## src/rtl/pushbutton_debouncer_pkg.sv

```systemverilog
// Shared types and limits for the push-button debouncer.
package pushbutton_pkg;
  typedef enum logic [1:0] {S_LOW, S_RISE, S_HIGH, S_FALL} db_state_t;
  localparam int DB_MIN_CYCLES  = 2;
  localparam int RPT_MIN_CYCLES = 2;
endpackage

```

## src/rtl/pushbutton_debouncer_if.sv

```systemverilog
// Button pin plus conditioned outputs; master drives the pin, slave is the debouncer.
interface pushbutton_debouncer_if;
  logic btn_in;
  logic btn_level;
  logic btn_press;
  logic btn_release;
  logic btn_pending;
  modport master (output btn_in, input btn_level, btn_press, btn_release, btn_pending);
  modport slave  (input btn_in, output btn_level, btn_press, btn_release, btn_pending);
endinterface

```

## src/rtl/pushbutton_debouncer_sync_2ff.sv

```systemverilog
// Two-flop synchronizer, reset value 0, nothing between the flops.
module sync_2ff (
  input  logic clk,
  input  logic rst_n,
  input  logic d,
  output logic q
);
  logic meta;
  always_ff @(posedge clk or negedge rst_n) begin
    if (!rst_n) begin
      meta <= 1'b0;
      q    <= 1'b0;
    end else begin
      meta <= d;
      q    <= meta;
    end
  end
endmodule

```

## src/rtl/pushbutton_debouncer.sv

```systemverilog
// Debounces a raw push-button into level / press / release / pending signals.
// Optional auto-repeat of btn_press while held: define PUSHBUTTON_REPEAT_EN.
module pushbutton_debouncer
  import pushbutton_pkg::*;
#(
  parameter int DEBOUNCE_CYCLES = 16,
  parameter int CNT_W           = $clog2(DEBOUNCE_CYCLES + 1),
  parameter bit ACTIVE_LOW_IN   = 1'b0,
  parameter int REPEAT_CYCLES   = 64
) (
  input logic clk,
  input logic rst_n,
  pushbutton_debouncer_if.slave bus
);
  localparam logic [CNT_W-1:0] CNT_LAST = CNT_W'(DEBOUNCE_CYCLES - 1);

  if (DEBOUNCE_CYCLES < DB_MIN_CYCLES) begin : g_bad_cycles
    $error("DEBOUNCE_CYCLES below minimum");
  end
  if (CNT_W != $clog2(DEBOUNCE_CYCLES + 1)) begin : g_bad_width
    $error("CNT_W must not be overridden");
  end

  logic raw, s;
  assign raw = ACTIVE_LOW_IN ? ~bus.btn_in : bus.btn_in;

  sync_2ff u_sync (.clk(clk), .rst_n(rst_n), .d(raw), .q(s));

  db_state_t        state;
  logic [CNT_W-1:0] cnt;
  logic             level_r, press_r, release_r, pending_r;

`ifdef PUSHBUTTON_REPEAT_EN
  localparam int RPT_W = (REPEAT_CYCLES > 2) ? $clog2(REPEAT_CYCLES) : 1;
  localparam logic [RPT_W-1:0] RPT_LAST = RPT_W'(REPEAT_CYCLES - 1);
  logic [RPT_W-1:0] rpt_cnt;
  if (REPEAT_CYCLES < RPT_MIN_CYCLES) begin : g_bad_rpt
    $error("REPEAT_CYCLES below minimum");
  end
`endif

  // Output registers are updated alongside the state so they track it with no extra lag.
  always_ff @(posedge clk or negedge rst_n) begin
    if (!rst_n) begin
      state     <= S_LOW;
      cnt       <= '0;
      level_r   <= 1'b0;
      press_r   <= 1'b0;
      release_r <= 1'b0;
      pending_r <= 1'b0;
`ifdef PUSHBUTTON_REPEAT_EN
      rpt_cnt   <= '0;
`endif
    end else begin
      press_r   <= 1'b0;
      release_r <= 1'b0;
`ifdef PUSHBUTTON_REPEAT_EN
      rpt_cnt   <= '0;
`endif
      case (state)
        S_LOW: begin
          if (s) begin
            state     <= S_RISE;
            cnt       <= CNT_W'(1);
            pending_r <= 1'b1;
          end
        end
        S_RISE: begin
          if (!s) begin
            state     <= S_LOW;
            cnt       <= '0;
            pending_r <= 1'b0;
          end else if (cnt == CNT_LAST) begin
            state     <= S_HIGH;
            cnt       <= '0;
            press_r   <= 1'b1;
            level_r   <= 1'b1;
            pending_r <= 1'b0;
          end else begin
            cnt <= cnt + CNT_W'(1);
          end
        end
        S_HIGH: begin
          if (!s) begin
            state     <= S_FALL;
            cnt       <= CNT_W'(1);
            pending_r <= 1'b1;
          end
`ifdef PUSHBUTTON_REPEAT_EN
          else if (rpt_cnt == RPT_LAST) begin
            press_r <= 1'b1;
          end else begin
            rpt_cnt <= rpt_cnt + RPT_W'(1);
          end
`endif
        end
        S_FALL: begin
          if (s) begin
            state     <= S_HIGH;
            cnt       <= '0;
            pending_r <= 1'b0;
          end else if (cnt == CNT_LAST) begin
            state     <= S_LOW;
            cnt       <= '0;
            release_r <= 1'b1;
            level_r   <= 1'b0;
            pending_r <= 1'b0;
          end else begin
            cnt <= cnt + CNT_W'(1);
          end
        end
        default: begin
          state     <= S_LOW;
          cnt       <= '0;
          level_r   <= 1'b0;
          pending_r <= 1'b0;
        end
      endcase
    end
  end

  assign bus.btn_level   = level_r;
  assign bus.btn_press   = press_r;
  assign bus.btn_release = release_r;
  assign bus.btn_pending = pending_r;
endmodule
```

## src/flat_wrapper.sv

```systemverilog
// flat-port wrapper written by rule: the top's interface ports become plain ports
module pushbutton_debouncer_flat import pushbutton_pkg::*;
#(
  parameter int DEBOUNCE_CYCLES = 16,
  parameter int CNT_W           = $clog2(DEBOUNCE_CYCLES + 1),
  parameter bit ACTIVE_LOW_IN   = 1'b0,
  parameter int REPEAT_CYCLES   = 64
)
  (clk, rst_n, bus_btn_in, bus_btn_level, bus_btn_press, bus_btn_release, bus_btn_pending);
  pushbutton_debouncer_if bus_i ();
  input logic clk;
  input logic rst_n;
  input wire logic [$bits(bus_i.btn_in)-1:0] bus_btn_in;
  output wire logic [$bits(bus_i.btn_level)-1:0] bus_btn_level;
  output wire logic [$bits(bus_i.btn_press)-1:0] bus_btn_press;
  output wire logic [$bits(bus_i.btn_release)-1:0] bus_btn_release;
  output wire logic [$bits(bus_i.btn_pending)-1:0] bus_btn_pending;
  assign bus_i.btn_in = bus_btn_in;
  assign bus_btn_level = bus_i.btn_level;
  assign bus_btn_press = bus_i.btn_press;
  assign bus_btn_release = bus_i.btn_release;
  assign bus_btn_pending = bus_i.btn_pending;
  pushbutton_debouncer #(.DEBOUNCE_CYCLES(DEBOUNCE_CYCLES), .CNT_W(CNT_W), .ACTIVE_LOW_IN(ACTIVE_LOW_IN), .REPEAT_CYCLES(REPEAT_CYCLES)) u_core (.clk(clk), .rst_n(rst_n), .bus(bus_i));
endmodule
```

## config.mk

```make
export PLATFORM = sky130hd
export DESIGN_NAME = pushbutton_debouncer_flat
export DESIGN_NICKNAME = d
export VERILOG_FILES = /design/src/rtl/pushbutton_debouncer_pkg.sv /design/src/rtl/pushbutton_debouncer_if.sv /design/src/rtl/pushbutton_debouncer_sync_2ff.sv /design/src/rtl/pushbutton_debouncer.sv /design/src/flat_wrapper.sv
export SDC_FILE = /design/constraint.sdc
export NUM_CORES = 1
export LEC_CHECK = 0
export ABC_AREA = 0
export CAP_MARGIN = 20
export CORE_AREA = 5 5 42 44
export DETAILED_ROUTE_END_ITERATION = 6
export DIE_AREA = 0 0 47 49
export GPL_ROUTABILITY_DRIVEN = 0
export PLACE_DENSITY = 0.71
export SYNTH_ARGS = -nofsm -noshare
export SYNTH_HDL_FRONTEND = slang
export SYNTH_SLANG_ARGS = --single-unit
```

## constraint.sdc

```tcl
create_clock -name clk -period 1.61 [get_ports clk]
set_input_delay 0.161 -clock clk [delete_from_list [all_inputs] [get_ports clk]]
set_output_delay 0.161 -clock clk [all_outputs]
set_load 0.05 [all_outputs]
```

[Word level (Yosys, flattened, before mapping)]
Cells that the tools add are included.
Operators by class
  reduce and logical (&&, ||, !) cells: 5
  eq/ne operators: 12
  add/subtract/negate cells: 1
  muxes and demuxes: 29
Operators by type and width (count)
  two-way mux 5 bit: 5
  one-hot mux 5 bit (4 select lines): 1
  two-way mux 1 bit: 14
  two-way mux 2 bit: 6
  != test 2 bit, second input constant: 4
  one-hot mux 2 bit (4 select lines): 1
  != test 3 x 2 -> 1 bit, second input constant: 2
  adder 5 x 1 -> 5 bit, second input constant: 1
  equality test 5 x 4 -> 1 bit, second input constant: 1
  AND reduction 5 bit: 1
  equality test 2 bit, second input constant: 2
  != test 2 x 1 -> 1 bit, second input constant: 2
  one-hot mux 1 bit (4 select lines): 1
  AND reduction 4 bit: 1
  equality test 2 x 1 -> 1 bit, second input constant: 1
  zero test 2 bit: 1
  one-hot mux 1 bit (2 select lines): 1
  AND reduction 2 bit: 1
  nonzero test 2 bit: 1
Word-level totals
  input port bits: 3
  flip-flop bits (word level): 13
  output and inout bits: 4
  word-level logic and storage cells: 55

[Depth between registers and ports, before layout]
Gate-level depths: netlist of the first run.
  word-level depth: 4
  gate-level depth with buffers: 4
  mapped depth without buffers: 4

[Hierarchy]
Synthesis of the first run repeated with hierarchy kept, for this count alone.
Second synthesis, totals
  cell total of the unflattened synthesis: 47
  area, all modules: 553.0 sq um
By module, submodules not included
  pushbutton_debouncer: area each 503.0 sq um, cells each 45, seq. area each 275.3 sq um, instances 1
  sync_2ff: area each 50.0 sq um, cells each 2, seq. area each 50.0 sq um, instances 1

[Worst setup path before layout of the first run]
OpenSTA, ideal clock, no wires.
  path type: register -> register
  start: register u_core.cnt[0]
  end: register u_core.level_r, in the netlist u_core.bus.btn_level
  library setup time: 132 ps
  stages on the path, launching flop included: 5
  slack: 425 ps
  period minus slack after synthesis: 1185 ps
  data arrival time: 1053 ps
  buffers on the path: 0
  data required time: 1478 ps
  cell sequence: dfrtp_1 -> ha_1 -> nand4b_1 -> o31ai_1 -> a21oi_1
On the way
  word-level cells in the longest chain between the ends: 3
  elaborated cells between the ends (all ways): 4
  classes of those cells: eq/ne (3); reduce/logical (1)
RTL lines
  start, declared: line pushbutton_debouncer.sv:30  | logic [CNT_W-1:0] cnt;
  start signal, assigned: line pushbutton_debouncer.sv:80  | cnt <= cnt + CNT_W'(1);
  start signal, assigned: line pushbutton_debouncer.sv:109  | cnt <= cnt + CNT_W'(1);
  equality test 5 x 4 -> 1 bit (*): line pushbutton_debouncer.sv:73, pushbutton_debouncer.sv:102
  != test 2 x 1 -> 1 bit (no source line)
  AND reduction 5 bit (no source line) (*)
  end signal, assigned: line pushbutton_debouncer.sv:77  | level_r <= 1'b1;
  end signal, assigned: line pushbutton_debouncer.sv:106  | level_r <= 1'b0;
  end signal, assigned: line pushbutton_debouncer.sv:115  | level_r <= 1'b0;
  end, declared: line pushbutton_debouncer.sv:31  | logic level_r, press_r, release_r, pending_r;
Every way passes the cells marked *; elsewhere a longest branch is shown, timed or not.
A chain may end at the register's enable or synchronous reset.

[Worst setup path after layout of the first run]
Same ends and word-level chain as after synthesis.

==> metrics.md, run 1 <==
| Metric | Value |
|---|---|
| Max IR drop VDD | `0.743 mV` |
| Clk slew on worst S/H paths | `0.07 ns` |
| Async set or reset register ratio after synthesis | `100%` |
| DR pass1 iterations | `4` |
| Hold buffers post-CTS | `0` |
| Most common cell in the netlist | `dfrtp_1` |
| Static Leak | `0.301 nW` |
| # Post-CTS Setup Buffers | `0` |
| Setup ws final | `0.311 ns` |
| Highest routed layer | `met4` |
| Post-synthesis sequential area ratio | `57.4%` |
| Slew margin rel. | `about three fifths` |
| Hold Crit Class | `in -> async` |
| Number of vias per cell | `5.17` |
| Layout Utilization | `47.0%` |
| Synth area leader | `dfrtp_1` |
| Commonest cells in the netlist | `13 x dfrtp_1, 5 x nand3_1, 4 x o21ai_0` |
| Diodes inserted | `0` |
| Max-Cap Viols | `0` |
| Final setup vio count | `0` |
| Setup WS pre-CTS | `0.326 ns` |
| Crit-path max FO | `5` |
| Fin. max-slew vios | `0` |
| Row cnt | `14` |
| Cell count after synthesis | `50` |
| Final Cell Area | `between 600 and 700 sq um` |
| Met1 wire length | `444 um` |
| Vias in the first global route | `387` |
| Clk sinks | `13` |
| Max Fclk | `770 MHz` |
| PD cells | `934 nW/um^2` |
| Post-synthesis cell type count | `25` |
| Effective utilization at floorplan | `approximately 40%` |
| Critical path class | `reg -> reg` |
| Worst skew pair latency | `0.27 ns` |
| Antenna violations before repair | `0` |
| Syn-to-layout area delta | `16.1%` |
| Top cells by area, synth | `dfrtp_1 57%, nand3_1 4.4%, o21ai_0 3.5%` |
| Io pins | `7` |
| Critical path launch point type | `register` |
| Dpl hpwl | `around 700 um` |
| DP Area | `around 630 sq um` |
| Delay-heaviest family, CP | `flip-flops` |
| CP Capture Type | `register` |
| CTS tree | `done` |
| Syn_nets | `54` |
| Gr ovfl total | `0` |
| Period utilization | `between 80 and 90%` |
| RSZ-0062 raised after global routing | `false` |
| Met2 WL | `430 um` |
| Global-route wire length before repair | `1.64 mm` |
| Required time of the critical path | `1.76 ns` |
| Worst slew pin tran | `0.580 ns` |
| Final cell count without fillers | `75` |
| Crit path buf inv count | `0` |
| Overall Global Routing Usage | `under 10%` |
| Die H | `49 um` |
| Routed length on met3 | `47 um` |
| Share of layout cells above drive strength 1 | `between 10% and 20%` |
| Placed Cells | `between 70 and 80` |
| Post-route setup TNS | `0 ns` |
| Status | `complete, no violations` |
| TritonCTS Buffers | `3` |
| Pin count of the biggest net entering global routing | `14` |
| CP arrival | `1.45 ns` |
| WL final | `947 um` |
| DRT iter0 DRCs | `2` |
| Post-CTS sizing | `0` |
| Root Buffer | `clkbuf_4` |
| Port bufs | `6` |
| Worst setup skew after layout | `0.000600 ns` |
| Via count | `388` |
| Die width | `47 um` |
| H-tree depth | `1` |
| Top_reg_cell synth | `dfrtp_1` |
| Min Tclk post-route | `1.30 ns` |
| Post-synth EDFFs | `0` |
| Yosys warning total | `0` |
| WL per Instance | `12.6 um` |
| Avg Inst Size Synth | `approximately 11 sq um` |
| Top cell type's share of synthesized area | `between 50 and 60%` |
| Slowest stage cell, crit path | `dfrtp_1` |
| Yosys reg bits | `13` |
| Final nets | `between 60 and 70` |
| Core Box Area | `1400 sq um` |
| CTS max path bufs | `2` |
| Max incr delay on CP | `0.38 ns` |
| Final Hold Fails | `0` |
| Post-route DRC | `0` |
| Full die area | `between 2000 and 2500 sq um` |
| CP cell instances | `ha_1 > nand4b_1 > o31ai_1 > a21oi_1` |
| Synthesized area | `approximately 570 sq um` |
| Post-route ant nets | `0` |
## where the power goes
part           leakage [nW]  total (mW)  internal, mW  switching [mW]
clock                0.0150       0.196        0.0960          0.0995
combinational         0.117      0.0621        0.0242          0.0379
sequential            0.169       0.357         0.341          0.0160
## routing by layer
metal / vias up / track usage (%)
met1: 181 / 12.4
met4: 0 / 5.53
met5: - / 0
li1: 198 / -
met2: 7 / 15.2
met3: 2 / 2.21
## layout make-up
cell class                      instances  area, sq um
Timing Repair Buffer                    6         50.0
Tap cell                               16         20.0
Clock buffer                            4         26.3
Inverter                                2         7.51
Multi-Input combinational cell         34          229
Sequential cell                        13          325
Fill cell                             133          743
## layout by cell type (no fill, tap or decap), drive strengths merged
cell	netlist	final
nand2b	2	2
o21ai	4	4
xnor2	1	1
o21a	2	2
dfrtp	13	13
buf	1	4
a211oi	1	1
a311oi	1	1
nand4b	1	1
nand2	4	4
nor4	1	1
clkdlybuf4s50	0	2
clkbuf	0	4
xor2	2	2
a31oi	1	1
ha	1	1
a21oi	2	2
inv	1	1
nor2	2	2
nand3	5	5
clkinv	1	1
and4b	1	1
o31ai	2	2
a21o	1	1
## worst reg2reg max path: cells and delay by family, from the launching register on
kind / cells / cell delay [ns]
flip-flops: 1 / 0.38
AND/OR/NAND/NOR: 1 / 0.22
AO/OA/AOI/OAI: 2 / 0.35
adder cells (fa/ha/maj): 1 / 0.23
## path summary, 6_finish.rpt
check | startpoint | end | slack (ns) | cells past startpoint
setup reg to reg | u_core.cnt[0] | u_core.bus.btn_level | 0.31 | 4
setup / recovery | u_core.cnt[0] | u_core.bus.btn_level | 0.31 | 4
hold / removal | rst_n | u_core.u_sync.meta | 0.26 | 1
hold reg to reg | u_core.u_sync.meta | u_core.u_sync.q | 0.35 | 0
max in group asynchronous | rst_n | u_core.cnt[3] | 0.98 | 1
min in group clk | bus_btn_in | u_core.u_sync.meta | 0.33 | 1
## registers in the layout (all words and copies together), names as in the netlist, named ones only
signal / count
u_core.bus.btn_level: 1
u_core.u_sync.meta: 1
u_core.state: 1
u_core.u_sync.q: 1
u_core.bus.btn_press: 1
u_core.bus.btn_pending: 1
u_core.bus.btn_release: 1
u_core.cnt: 5
## per-stage QoR
step,hold slack (ns),total power [mW]
detailed placement,0.335,0.426
floorplan,-0.135,0.402
global route,0.293,0.652
finish,0.256,0.615
CTS,0.263,0.628
global placement,0.333,0.424
## cell families (layout without fill, tap and decap cells)
group                      count (synthesis)  after routing  share of synthesized area [%]
AOI/OAI and AO/OA                         14             14                           16.8
xor gates and xnor gates                   3              3                           5.96
adders and majority gates                  1              1                           2.21
buffers and inverters                      3             12                           2.21
DFF                                       13             13                           57.4
and+or+nand+nor                           16             16                           15.5
Power figures use the tool's default switching activity.
==> inputs of run 2 (changes only) <==
Clock period 1.61 ns to 1.35 ns, I/O delays scaled along.
==> metrics.md, run 2 (same netlist as run 1, synthesis figures left out) <==
| Metric | Value |
|---|---|
| Global routing usage on met3 | `between 4 and 5%` |
| Post-route DRC | `0` |
| Critical path launch point type | `register` |
| Antenna violations before repair | `0` |
| TritonCTS Buffers | `3` |
| CTS max path bufs | `2` |
| H-tree depth | `1` |
| Area of the multi-input gates | `241 sq um` |
| Max-Cap Viols | `0` |
| Status | `complete, no violations` |
| Hold buffers post-CTS | `0` |
| Most flops, register | `u_core.cnt` |
| Hold Crit Class | `in -> async` |
| Diodes inserted | `0` |
| Pin count of the biggest net entering global routing | `14` |
| Period utilization | `97.7%` |
| Final setup vio count | `0` |
| Gr busiest metal | `met2` |
| Part of the power in registers | `between 50% and 60%` |
| Critical path class | `reg -> reg` |
| Most frequent cells in the layout | `13 x dfrtp_1, 5 x nand3_1, 4 x o21ai_0, 4 x buf_12, 4 x buf_4` |
| Combinational power share | `13.1%` |
| WL final | `~1.1 mm` |
| Worst skew pair latency | `0.28 ns` |
| Met1 usage in global routing | `15.0%` |
| DRT iter0 DRCs | `6` |
| Die width | `47 um` |
| Full die area | `roughly 2300 sq um` |
| Final cell count without fillers | `79` |
| Met2 Use GR | `16.1%` |
| Clk sinks | `13` |
| Number of vias per cell | `5.41` |
| Min Tclk post-route | `1.32 ns` |
| Root Buffer | `clkbuf_4` |
| Setup WS pre-CTS | `0.0404 ns` |
| Die H | `49 um` |
| Commonest non-fill, non-tap cell in the layout | `dfrtp_1` |
| Post-route ant nets | `0` |
| Max Fclk | `758 MHz` |
| Overall Global Routing Usage | `12.3%` |
| WL per Instance | `13.4 um` |
| CP cell instances | `ha_4 > nand4b_1 > o31ai_1 > a21oi_1` |
| Fin. max-slew vios | `0` |
| Via count | `between 400 and 500` |
| Syn-to-layout area delta | `32.5%` |
| Dpl hpwl | `770 um` |
| Final Hold Fails | `0` |
| DR pass1 iterations | `4` |
| Placed Cells | `74` |
| Clk slew on worst S/H paths | `0.08 ns` |
| Worst slew pin tran | `roughly 0.29 ns` |
| Final nets | `68` |
| Port bufs | `6` |
| PD cells | `1030 nW/um^2` |
| Net Sw Frac | `a little over a quarter` |
| Sw power | `203 uW` |
| Max IR drop VDD | `0.544 mV` |
| FF/Latch Area | `between 300 and 400 sq um` |
| Gr ovfl total | `0` |
| Int Pwr | `573 uW` |
| Max incr delay on CP | `0.42 ns` |
| Slowest stage cell, crit path | `dfrtp_1` |
| Core Box Area | `1400 sq um` |
| Global-route wire length before repair | `1.87 mm` |
| RSZ-0062 raised after global routing | `true` |
| Io pins | `7` |
| Post-route setup TNS | `0 ns` |
| CP arrival | `roughly 1.5 ns` |
| Crit-path max FO | `5` |
| Fillers | `123` |
| Clock network fraction of design power | `31.6%` |
| CTS tree | `done` |
| DP Area | `704 sq um` |
| Share of layout cells above drive strength 1 | `23.8%` |
| Max FFs per register | `5` |
| Final Cell Area | `about 750 sq um` |
| Static Leak | `roughly 0.33 nW` |
| Layout Utilization | `a little over half` |
| Required time of the critical path | `1.52 ns` |
| Slew margin rel. | `80.4%` |
| Row cnt | `14` |
| CP Capture Type | `register` |
| Worst setup skew after layout | `0.000578 ns` |
| Effective utilization at floorplan | `40.4%` |
| Setup ws final | `0.0306 ns` |
| Vias in the first global route | `386` |
## run 2: path summary, 6_finish.rpt
path	start	to	slack, ns	cells past startpoint
hold / removal	rst_n	u_core.u_sync.meta	0.14	2
hold reg to reg	u_core.u_sync.meta	u_core.u_sync.q	0.36	0
min in group clk	bus_btn_in	u_core.u_sync.meta	0.29	1
setup / recovery	u_core.cnt[0]	u_core.bus.btn_level	0.03	4
max in group asynchronous	rst_n	async pin	1.05	2
setup reg to reg	u_core.cnt[0]	u_core.bus.btn_level	0.03	4
## run 2: stage by stage
stage	hold slack (ns)	power, mW
2_1_floorplan	-0.161	0.479
3_3_place_gp	0.333	0.520
3_5_place_dp	0.346	0.524
4_1_cts	0.140	0.773
5_1_grt	0.151	0.828
6_report	0.143	0.776
## run 2: timing repair
| action | in CTS | in global routing |
|---|---|---|
| endpoints found under the setup margin | 0 | 2 |
| resized for setup | 0 | 2 |
| setup buffers | 0 | 1 |
## run 2: area by class of cell
cell class | count | area share, %
Clock buffer | 4 | 3.50
Tap cell | 16 | 2.67
Inverter | 2 | 1.00
Sequential cell | 13 | 43.3
Timing Repair Buffer | 10 | 17.3
Multi-Input combinational cell | 34 | 32.2
## run 2: power by group through the flow
| stage | registers (mW) | clock network, mW | logic [mW] |
|---|---|---|---|
| 2_1_floorplan | 0.438 | 0 | 0.0406 |
| 3_3_place_gp | 0.432 | 0 | 0.0881 |
| 3_5_place_dp | 0.433 | 0 | 0.0907 |
| 4_1_cts | 0.425 | 0.256 | 0.0911 |
| 5_1_grt | 0.432 | 0.282 | 0.114 |
| 6_report | 0.429 | 0.245 | 0.102 |
## run 2: per-layer routing
metal / vias up / part of all wire, %
met5: - / 0
met4: 0 / 4.3
met3: 6 / 5.7
met2: 14 / 48
met1: 201 / 42
li1: 206 / -
## run 2: critical path: cells and delay by family (launching register included)
family          cells  cell delay (ns)
compound gates      2             0.40
fa+ha+maj           1             0.17
flops               1             0.42
simple gates        1             0.21
